$ cat config.mk
export PLATFORM = sky130hd
export DESIGN_NAME = add_accum_seq
export DESIGN_NICKNAME = d
export VERILOG_FILES = /design/src/rtl/add_accum_seq.sv
export SDC_FILE = /design/constraint.sdc
export NUM_CORES = 1
export LEC_CHECK = 0
export CAP_MARGIN = 15
export CORE_AREA = 5 5 49 47
export CTS_CLUSTER_DIAMETER = 200
export DETAILED_ROUTE_END_ITERATION = 6
export DIE_AREA = 0 0 54 52
export GPL_TIMING_DRIVEN = 0
export PLACE_DENSITY = 0.79
export SYNTH_ARGS = -nofsm -noshare
export SYNTH_HDL_FRONTEND = slang
export SYNTH_SLANG_ARGS = --single-unit
$ cat constraint.sdc
create_clock -name clk -period 2.9 [get_ports clk]
set_clock_uncertainty 0.1 [all_clocks]
set_input_delay 0.29 -clock clk [delete_from_list [all_inputs] [get_ports clk]]
set_output_delay 0.29 -clock clk [all_outputs]
set_load 0.01 [all_outputs]
$ cat src/rtl/add_accum_seq.sv
// Multi-operand accumulation sequencer driving an external 4-bit ripple-carry adder.
// Takes NUM_OPS operands per burst and presents the total with a sticky carry-overflow flag.
module add_accum_seq #(
  parameter int NUM_OPS = 4,
  parameter int CNT_W   = 4
) (
  input  logic       clk,
  input  logic       rst,
  input  logic       flush,
  input  logic       in_valid,
  output logic       in_ready,
  input  logic [3:0] in_data,
  output logic [3:0] add_a,
  output logic [3:0] add_b,
  input  logic [3:0] add_sum,
  input  logic       add_cout,
  output logic       out_valid,
  input  logic       out_ready,
  output logic [3:0] out_sum,
  output logic       out_ovf
);

  typedef enum logic [1:0] {
    ACCEPT = 2'd0,
    ADD    = 2'd1,
    DONE   = 2'd2
  } state_t;

  localparam logic [CNT_W-1:0] LAST_CNT = CNT_W'(NUM_OPS - 1);

  state_t           state, state_nx;
  logic [3:0]       acc, acc_nx;
  logic [3:0]       op_reg, op_nx;
  logic             ovf, ovf_nx;
  logic [CNT_W-1:0] cnt, cnt_nx;

  always_ff @(posedge clk or posedge rst) begin
    if (rst) begin
      state  <= ACCEPT;
      acc    <= 4'd0;
      op_reg <= 4'd0;
      ovf    <= 1'b0;
      cnt    <= '0;
    end else begin
      state  <= state_nx;
      acc    <= acc_nx;
      op_reg <= op_nx;
      ovf    <= ovf_nx;
      cnt    <= cnt_nx;
    end
  end

  always_comb begin
    state_nx = state;
    acc_nx   = acc;
    op_nx    = op_reg;
    ovf_nx   = ovf;
    cnt_nx   = cnt;
    case (state)
      ACCEPT: begin
        if (in_valid) begin
          op_nx    = in_data;
          state_nx = ADD;
        end else begin
          state_nx = ACCEPT;
        end
      end
      ADD: begin
        // The adder sees only registers, so its result is ready within this cycle.
        acc_nx = add_sum;
        ovf_nx = ovf | add_cout;
        if (cnt == LAST_CNT) begin
          cnt_nx   = '0;
          state_nx = DONE;
        end else begin
          cnt_nx   = cnt + CNT_W'(1);
          state_nx = ACCEPT;
        end
      end
      DONE: begin
        if (out_ready) begin
          acc_nx   = 4'd0;
          ovf_nx   = 1'b0;
          state_nx = ACCEPT;
        end else begin
          state_nx = DONE;
        end
      end
      default: begin
        state_nx = ACCEPT;
      end
    endcase
    // Flush overrides everything, including an operand offered in the same cycle.
    if (flush) begin
      state_nx = ACCEPT;
      acc_nx   = 4'd0;
      op_nx    = op_reg;
      ovf_nx   = 1'b0;
      cnt_nx   = '0;
    end else begin
      state_nx = state_nx;
    end
  end

  assign in_ready  = (state == ACCEPT);
  assign out_valid = (state == DONE);
  assign out_sum   = out_valid ? acc : 4'd0;
  assign out_ovf   = out_valid & ovf;
  assign add_a     = acc;
  assign add_b     = op_reg;

endmodule

# Word level (Yosys, flattened, before mapping)
# Index checks and enable logic that the tools add are counted.
# word_totals
register_bits,15
in_bits,14
out_inout_bits,15
elab_cells,33
# classes
reduce_logical,5
n_eq_ne,4
add_sub_neg,1
bitwise_logic,3
muxes,15
# op_table
operator,n
2-to-1 mux 4 bit,6
one-hot mux 4 bit (2 select lines),1
2-to-1 mux 2 bit,3
one-hot mux 2 bit (3 select lines),1
"adder 4 x 1 -> 4 bit, second input constant",1
"equality test 4 x 2 -> 1 bit, second input constant",1
2-to-1 mux 1 bit,3
"!= test 3 x 2 -> 1 bit, second input constant",1
AND reduction 3 bit,1
nonzero test 3 bit,1
"equality test 2 x 1 -> 1 bit, second input constant",1
"equality test 2 bit, second input constant",1
zero test 2 bit,1
one-hot mux 1 bit (2 select lines),1
AND reduction 2 bit,1
nonzero test 2 bit,1
AND 1 bit,1
NOT 1 bit,1
bitwise OR 1 bit,1

# Depth between registers and ports, before layout
# Gate-level depths: netlist (run 1).
# logic_depth
ltp_word,4
ltp_mapped,5

# Worst setup path before layout (run 1)
# No wires, ideal clock.
# synth_timing
path_kind,reg-to-output
start,reg state[1]
end,out out_ovf
required_time_ns,2.510
slack_ns,1.451
stages_incl_launch_ff,3
arrival_time_ns,1.059
path_cell_list,dfrtp_1 > nor2b_1 > and2_1
# synth_between
elab_chain_len,2
# synth_rtl
item,line_no,text
from (decl),31,"state_t state, state_nx;"
from (signal assigned),45,state <= state_nx;
equality test 2 bit,106,assign out_valid = (state == DONE);
net out_valid,17,"output logic out_valid,"
AND 1 bit,108,assign out_ovf = out_valid & ovf;
to (decl),20,output logic out_ovf
# The timed path passes the listed nets, and every way through them passes these cells.

# Worst setup path in the final report (run 1)
# layout_timing
start,reg state[1]
end,out out_sum[2]
# layout_between
elab_chain_len,2
# layout_rtl
item,line_no,text
equality test 2 bit,106,
2-to-1 mux 4 bit,107,assign out_sum = out_valid ? acc : 4'd0;
to (decl),19,"output logic [3:0] out_sum,"
# Every way passes these cells.

==> impl_metrics.env, run 1 <==
export IMPL_status="finished clean"
export IMPL_fin_crit_sh_pct=78.7
export IMPL_htreeDepth=1
export IMPL_netlist_area_um2=737
export IMPL_synthAdderAreaFrac_pct=1.70
export IMPL_seq_power_share_pct=52.5
export IMPL_reg2reg_depth=3
export IMPL_rsz0062_at_grt="no"
export IMPL_yosysUniqueCellTypes=24
export IMPL_use_met2_pct=19.8
export IMPL_max_cap_violations=0
export IMPL_numCtsBuffers=3
export IMPL_p_leak_nw=0.441
export IMPL_grt_met3_usage_pct=3.44
export IMPL_yosys_top_cells_area="dfrtp_1 51%, mux2_2 6.1%, a21oi_1 4.8%"
export IMPL_wl_per_cell_um=12.6
export IMPL_root_buffer="clkbuf_4"
export IMPL_synth_warnings=0
export IMPL_met1_usage_pct=16.0
export IMPL_clk_pin_slew_worst_paths_ns=0.09
export IMPL_cp_slowest_stage_delay_ns=0.53
export IMPL_initial_core_util_pct=41.3
export IMPL_hold_class="in2async"
export IMPL_layout_commonest_cell="clkdlybuf4s50_1"
export IMPL_post_cts_resized=0
export IMPL_ir_worst_vdd_mv=0.299
export IMPL_cts_sinks=15
export IMPL_internal_power_uw=337
export IMPL_finalHoldViolations=0
export IMPL_tightestPinTransition_ns=0.567
export IMPL_critPathSlowestCell="clkdlybuf4s50_1"
export IMPL_diodes=0
export IMPL_endpoint_kind="output pin"
export IMPL_postSynthCellCount=72
export IMPL_overflow=0
export IMPL_synthXorXnorAreaFrac_pct=0
export IMPL_start_kind="flop"
export IMPL_synthSimpleGateAreaFrac_pct=24.1
export IMPL_first_global_vias=591
export IMPL_fill_cells=156
export IMPL_critPathMaxFanout=9
export IMPL_final_cell_count_no_fill=128
export IMPL_top_usage_layer="met2"
export IMPL_final_net_count=119
export IMPL_slew_headroom_pct=62.2
export IMPL_io_buffers=27
export IMPL_synthMuxAreaShare_pct=6.11
export IMPL_final_cell_mix="27 x clkdlybuf4s50_1, 15 x dfrtp_1, 8 x nor2_1, 7 x a21oi_1"
export IMPL_ys_seq_elements=15
export IMPL_grt_pass1_wl_mm=2.59
export IMPL_critPathRequiredTime_ns=2.51
export IMPL_cts_tree="yes"
export IMPL_wirelength_mm=1.61
export IMPL_dpl_cell_area_mm2=0.00104
export IMPL_drc=0
export IMPL_coreArea_mm2=0.00178
export IMPL_crit_type="reg2out"
export IMPL_ys_seq_area_share_pct=50.9
export IMPL_multi_input_area_um2=320
export IMPL_synth_compound_area_share_pct=11.5
export IMPL_layout_min_cycle_time_ns=2.28
export IMPL_switching_share_pct=24.8
export IMPL_ant_nets=0
export IMPL_slew_violations=0
export IMPL_die_w_um=54
export IMPL_postCtsHoldBufs=0
export IMPL_syn_nets=87
export IMPL_grtUsageTotal_pct=13.3
export IMPL_fin_area_mm2=0.00106
export IMPL_cts_buffer_depth=2
export IMPL_dr_pass1_iters=4
export IMPL_syn_area_per_cell_um2=10.2
export IMPL_syn_to_final_growth_pct=44.5
export IMPL_gp_congestion=0.697
export IMPL_combPwrFrac_pct=21.1
export IMPL_clock_latency_ns=0.28
export IMPL_timing_fmax_mhz=438
export IMPL_vias=623
export IMPL_setup_viol=0
export IMPL_power_density_mw_per_mm2=421
export IMPL_rows=15
export IMPL_synth_area_leader_cell="dfrtp_1"
export IMPL_viasPerCell=4.87
export IMPL_place_inst=124
export IMPL_die_h_um=52
export IMPL_antenna_found_initial=0
export IMPL_drt_iter0_drc=6
export IMPL_die_area_mm2=0.00281
export IMPL_crit_chain="nor2b_1 > and2_1 > clkdlybuf4s50_1"
export IMPL_p_clk_share_pct=26.4
export IMPL_synth_top_family_by_area="simple AND/OR/NAND/NOR gates"
export IMPL_grt_start_max_net_pins=16
export IMPL_yosys_area_top_type_share_pct=50.9
export IMPL_finalSetupTns_ns=0
export IMPL_hpwlAfterDp_mm=1.21
export IMPL_seq_area_um2=375
export IMPL_io_pins=29
export IMPL_cts_setup_buffers=0
export IMPL_drive_gt1_share_pct=11.7
export IMPL_power_switching_uw=111
export IMPL_arrival_ns=1.89
synth_stat cells (all sizes together):
master and instances:
or3 2, inv 5, nand2b 1, nor4b 1, nand2 5, nand3 1
a21oi 7, o21ai 3, a22oi 1, clkbuf 1, and2 5, nor3 2
a2111oi 2, and2b 2, o21bai 1, buf 2, dfrtp 15, nor2 8
nor3b 1, nor2b 1, mux2 4, nand4b 1, ha 1
cell families after synthesis:
family	count (synthesis)
simple gates	30
flops	15
compound gates	14
buf+inv	8
mux	4
fa+ha+maj	1
power by group through the flow:
stage               Combinational (mW)  Sequential (mW)  Clock (mW)
floorplan                       0.0361            0.245           0
global placement                0.0943            0.238           0
detailed placement              0.0955            0.240           0
CTS                             0.0960            0.235       0.123
global route                     0.103            0.238       0.130
finish                          0.0945            0.235       0.118
state kept, by name, indices dropped and copies added (netlist names):
| signal | cells |
|---|---|
| add_a | 4 |
| cnt | 4 |
| state | 2 |
| add_b | 4 |
| ovf | 1 |
layer usage:
layer	share of wire, %	vias to the layer above
li1	-	306
met1	45	283
met2	43	29
met3	8.7	5
met4	3.3	0
met5	0	-
path summary, 6_finish.rpt:
check                              to      from  slack, ns
max in group asynchronous    add_b[1]       rst       2.07
min reg2reg                  add_b[1]  add_b[1]       0.41
min                            cnt[1]       rst       0.25
min in group clk             state[1]     flush       0.32
max                        out_sum[2]  state[1]       0.62
max reg2reg                  add_b[0]  state[0]       1.36
critical path, delay by kind of cell (launching register included):
kind	cells	cell delay (ns)
AND/OR/NAND/NOR	2	0.57
buffers and inverters	1	0.53
flip-flops	1	0.52
final cells by class:
class                      instances  area share, %
buffer                             3           2.12
clock buffer                       4           2.47
inverter                           5           1.76
sequential                        15           35.3
timing repair buffer              27           25.4
multi-input combinational         49           30.1
tap                               25           2.94
stage by stage:
stage | hold slack (ns) | util (%) | power [mW] | worst slack (ns)
2_1_floorplan | 0.0915 | - | 0.281 | 1.45
3_3_place_gp | 0.391 | 58.2 | 0.333 | 0.898
3_5_place_dp | 0.399 | 58.2 | 0.335 | 0.902
4_1_cts | 0.266 | 59.7 | 0.454 | 0.577
5_1_grt | 0.323 | 59.7 | 0.471 | 0.410
6_report | 0.254 | 59.7 | 0.448 | 0.618
(Power assumes the default switching activity.)
==> run 2: changes to the inputs <==
CORE_AREA = 5 5 54 51   (was 5 5 49 47)
DIE_AREA = 0 0 59 56   (was 0 0 54 52)
PLACE_DENSITY = 0.69   (was 0.79)
clock period = 2 ns   (was 2.9 ns; I/O delays follow)
==> impl_metrics.env, run 2 (synthesized netlist as in run 1, its figures left out) <==
export IMPL_crit_chain="buf_4 > nor2b_4 > and2_1 > clkdlybuf4s50_1"
export IMPL_cts_tree="yes"
export IMPL_htreeDepth=1
export IMPL_initial_core_util_pct=34.7
export IMPL_layout_min_cycle_time_ns=1.94
export IMPL_dpl_cell_area_mm2=0.00104
export IMPL_drt_iter0_drc=9
export IMPL_timing_fmax_mhz=515
export IMPL_wirelength_mm=1.59
export IMPL_r2r_setup_slack_ns=0.39
export IMPL_cp_slowest_stage_delay_ns=0.53
export IMPL_rr_startpoint="state[1]"
export IMPL_die_area_mm2=0.00330
export IMPL_endpoint="out_sum[2]"
export IMPL_slew_violations=0
export IMPL_status="finished clean"
export IMPL_crit_type="reg2out"
export IMPL_tightestPinTransition_ns=0.561
export IMPL_drc=0
export IMPL_max_cap_violations=0
export IMPL_numCtsBuffers=3
export IMPL_overflow=0
export IMPL_coreArea_mm2=0.00212
export IMPL_die_h_um=56
export IMPL_final_net_count=122
export IMPL_wl_per_cell_um=11.9
export IMPL_reg2reg_depth=3
export IMPL_rows=16
export IMPL_fin_area_mm2=0.00111
export IMPL_grt_start_max_net_pins=16
export IMPL_setup_viol=0
export IMPL_p_leak_nw=0.514
export IMPL_switching_share_pct=25.2
export IMPL_reg2reg_to="add_b[2]"
export IMPL_postCtsHoldBufs=0
export IMPL_final_core_util_pct=52.2
export IMPL_first_global_vias=617
export IMPL_ant_nets=0
export IMPL_ir_worst_vdd_mv=0.525
export IMPL_startpoint="state[0]"
export IMPL_critPathSlowestCell="clkdlybuf4s50_1"
export IMPL_combPwrFrac_pct=21.3
export IMPL_slew_headroom_pct=62.6
export IMPL_power_switching_uw=163
export IMPL_root_buffer="clkbuf_4"
export IMPL_final_cell_mix="24 x clkdlybuf4s50_1, 14 x dfrtp_1, 8 x nor2_1, 7 x a21oi_1"
export IMPL_grt_pass1_wl_mm=2.59
export IMPL_io_buffers=27
export IMPL_hpwlAfterDp_mm=1.23
export IMPL_die_w_um=59
export IMPL_rsz0062_at_grt="no"
export IMPL_seq_power_share_pct=52.7
export IMPL_arrival_ns=1.64
export IMPL_hold_class="in2async"
export IMPL_cts_sinks=15
export IMPL_viasPerCell=4.75
export IMPL_diodes=0
export IMPL_vias=632
export IMPL_endpoint_kind="output pin"
export IMPL_finalHoldViolations=0
export IMPL_fin_crit_sh_pct=97.1
export IMPL_p_clk_share_pct=26.1
export IMPL_internal_power_uw=485
export IMPL_antenna_found_initial=0
export IMPL_critPathMaxFanout=9
export IMPL_dr_pass1_iters=4
export IMPL_clock_latency_ns=0.28
export IMPL_io_pins=29
export IMPL_critPathRequiredTime_ns=1.70
export IMPL_start_kind="flop"
export IMPL_drive_gt1_share_pct=17.0
export IMPL_finalSetupTns_ns=0
export IMPL_layout_commonest_cell="clkdlybuf4s50_1"
export IMPL_power_density_mw_per_mm2=585
export IMPL_cts_buffer_depth=2
export IMPL_syn_to_final_growth_pct=50.3
export IMPL_clk_pin_slew_worst_paths_ns=0.09
export IMPL_gp_congestion=0.735
export IMPL_grtUsageTotal_pct=10.0
[run 2: layout make-up]
cell class	count	area, um^2
Fill cell	209	1010
Sequential cell	15	377
Multi-Input combinational cell	49	328
Timing Repair Buffer	30	300
Tap cell	27	33.8
Clock buffer	3	22.5
Buffer	3	22.5
Inverter	5	18.8
Clock inverter	1	5.00
[run 2: worst max-delay path: cells and delay by family, from the launching register on]
family                 cells  cell delay [ns]
buffers and inverters      2             0.70
flip-flops                 1             0.37
AND/OR/NAND/NOR            2             0.31
[run 2: timing repair]
action | 4_1_cts | 5_1_grt
setup endpoints to repair | 6 | 5
gates resized for setup | 3 | 3
setup buffers | 0 | 3
[run 2: metal layers]
metal / vias to the layer above / track usage [%] / wire length, um
met2: 20 / 16.6 / 781
met3: 2 / 3.71 / 136
met4: 0 / 2.91 / 8
met5: - / 0 / 0
li1: 316 / - / -
met1: 294 / 12.0 / 661
[run 2: power groups by stage]
stage / clock, mW / combinational [mW] / sequential (mW)
finish: 0.169 / 0.138 / 0.341
global route: 0.193 / 0.151 / 0.346
CTS: 0.181 / 0.141 / 0.342
detailed placement: 0 / 0.140 / 0.348
global placement: 0 / 0.137 / 0.346
floorplan: 0 / 0.0524 / 0.355
[run 2: how the worst min path moves through the flow]
stage          startpoint       end  slack [ns]  cells after the start
3_3_place_gp     add_b[3]  add_b[3]        0.39                      1
3_5_place_dp     add_b[3]  add_b[3]        0.40                      1
2_1_floorplan         rst  add_a[0]       0.001                      1
4_1_cts               rst    cnt[0]        0.17                      2
6_report              rst    cnt[0]        0.16                      2
5_1_grt               rst    cnt[2]        0.21                      2
[run 2: metrics by stage]
stage          std cells  hold slack [ns]  setup WS (ns)  power (mW)
6_report             133            0.161         0.0585       0.648
5_1_grt              133            0.205        0.00470       0.690
4_1_cts              130            0.172         0.0140       0.664
3_5_place_dp         126            0.397         0.0748       0.487
3_3_place_gp         126            0.389          0.107       0.484
2_1_floorplan         72          0.00148          0.555       0.408
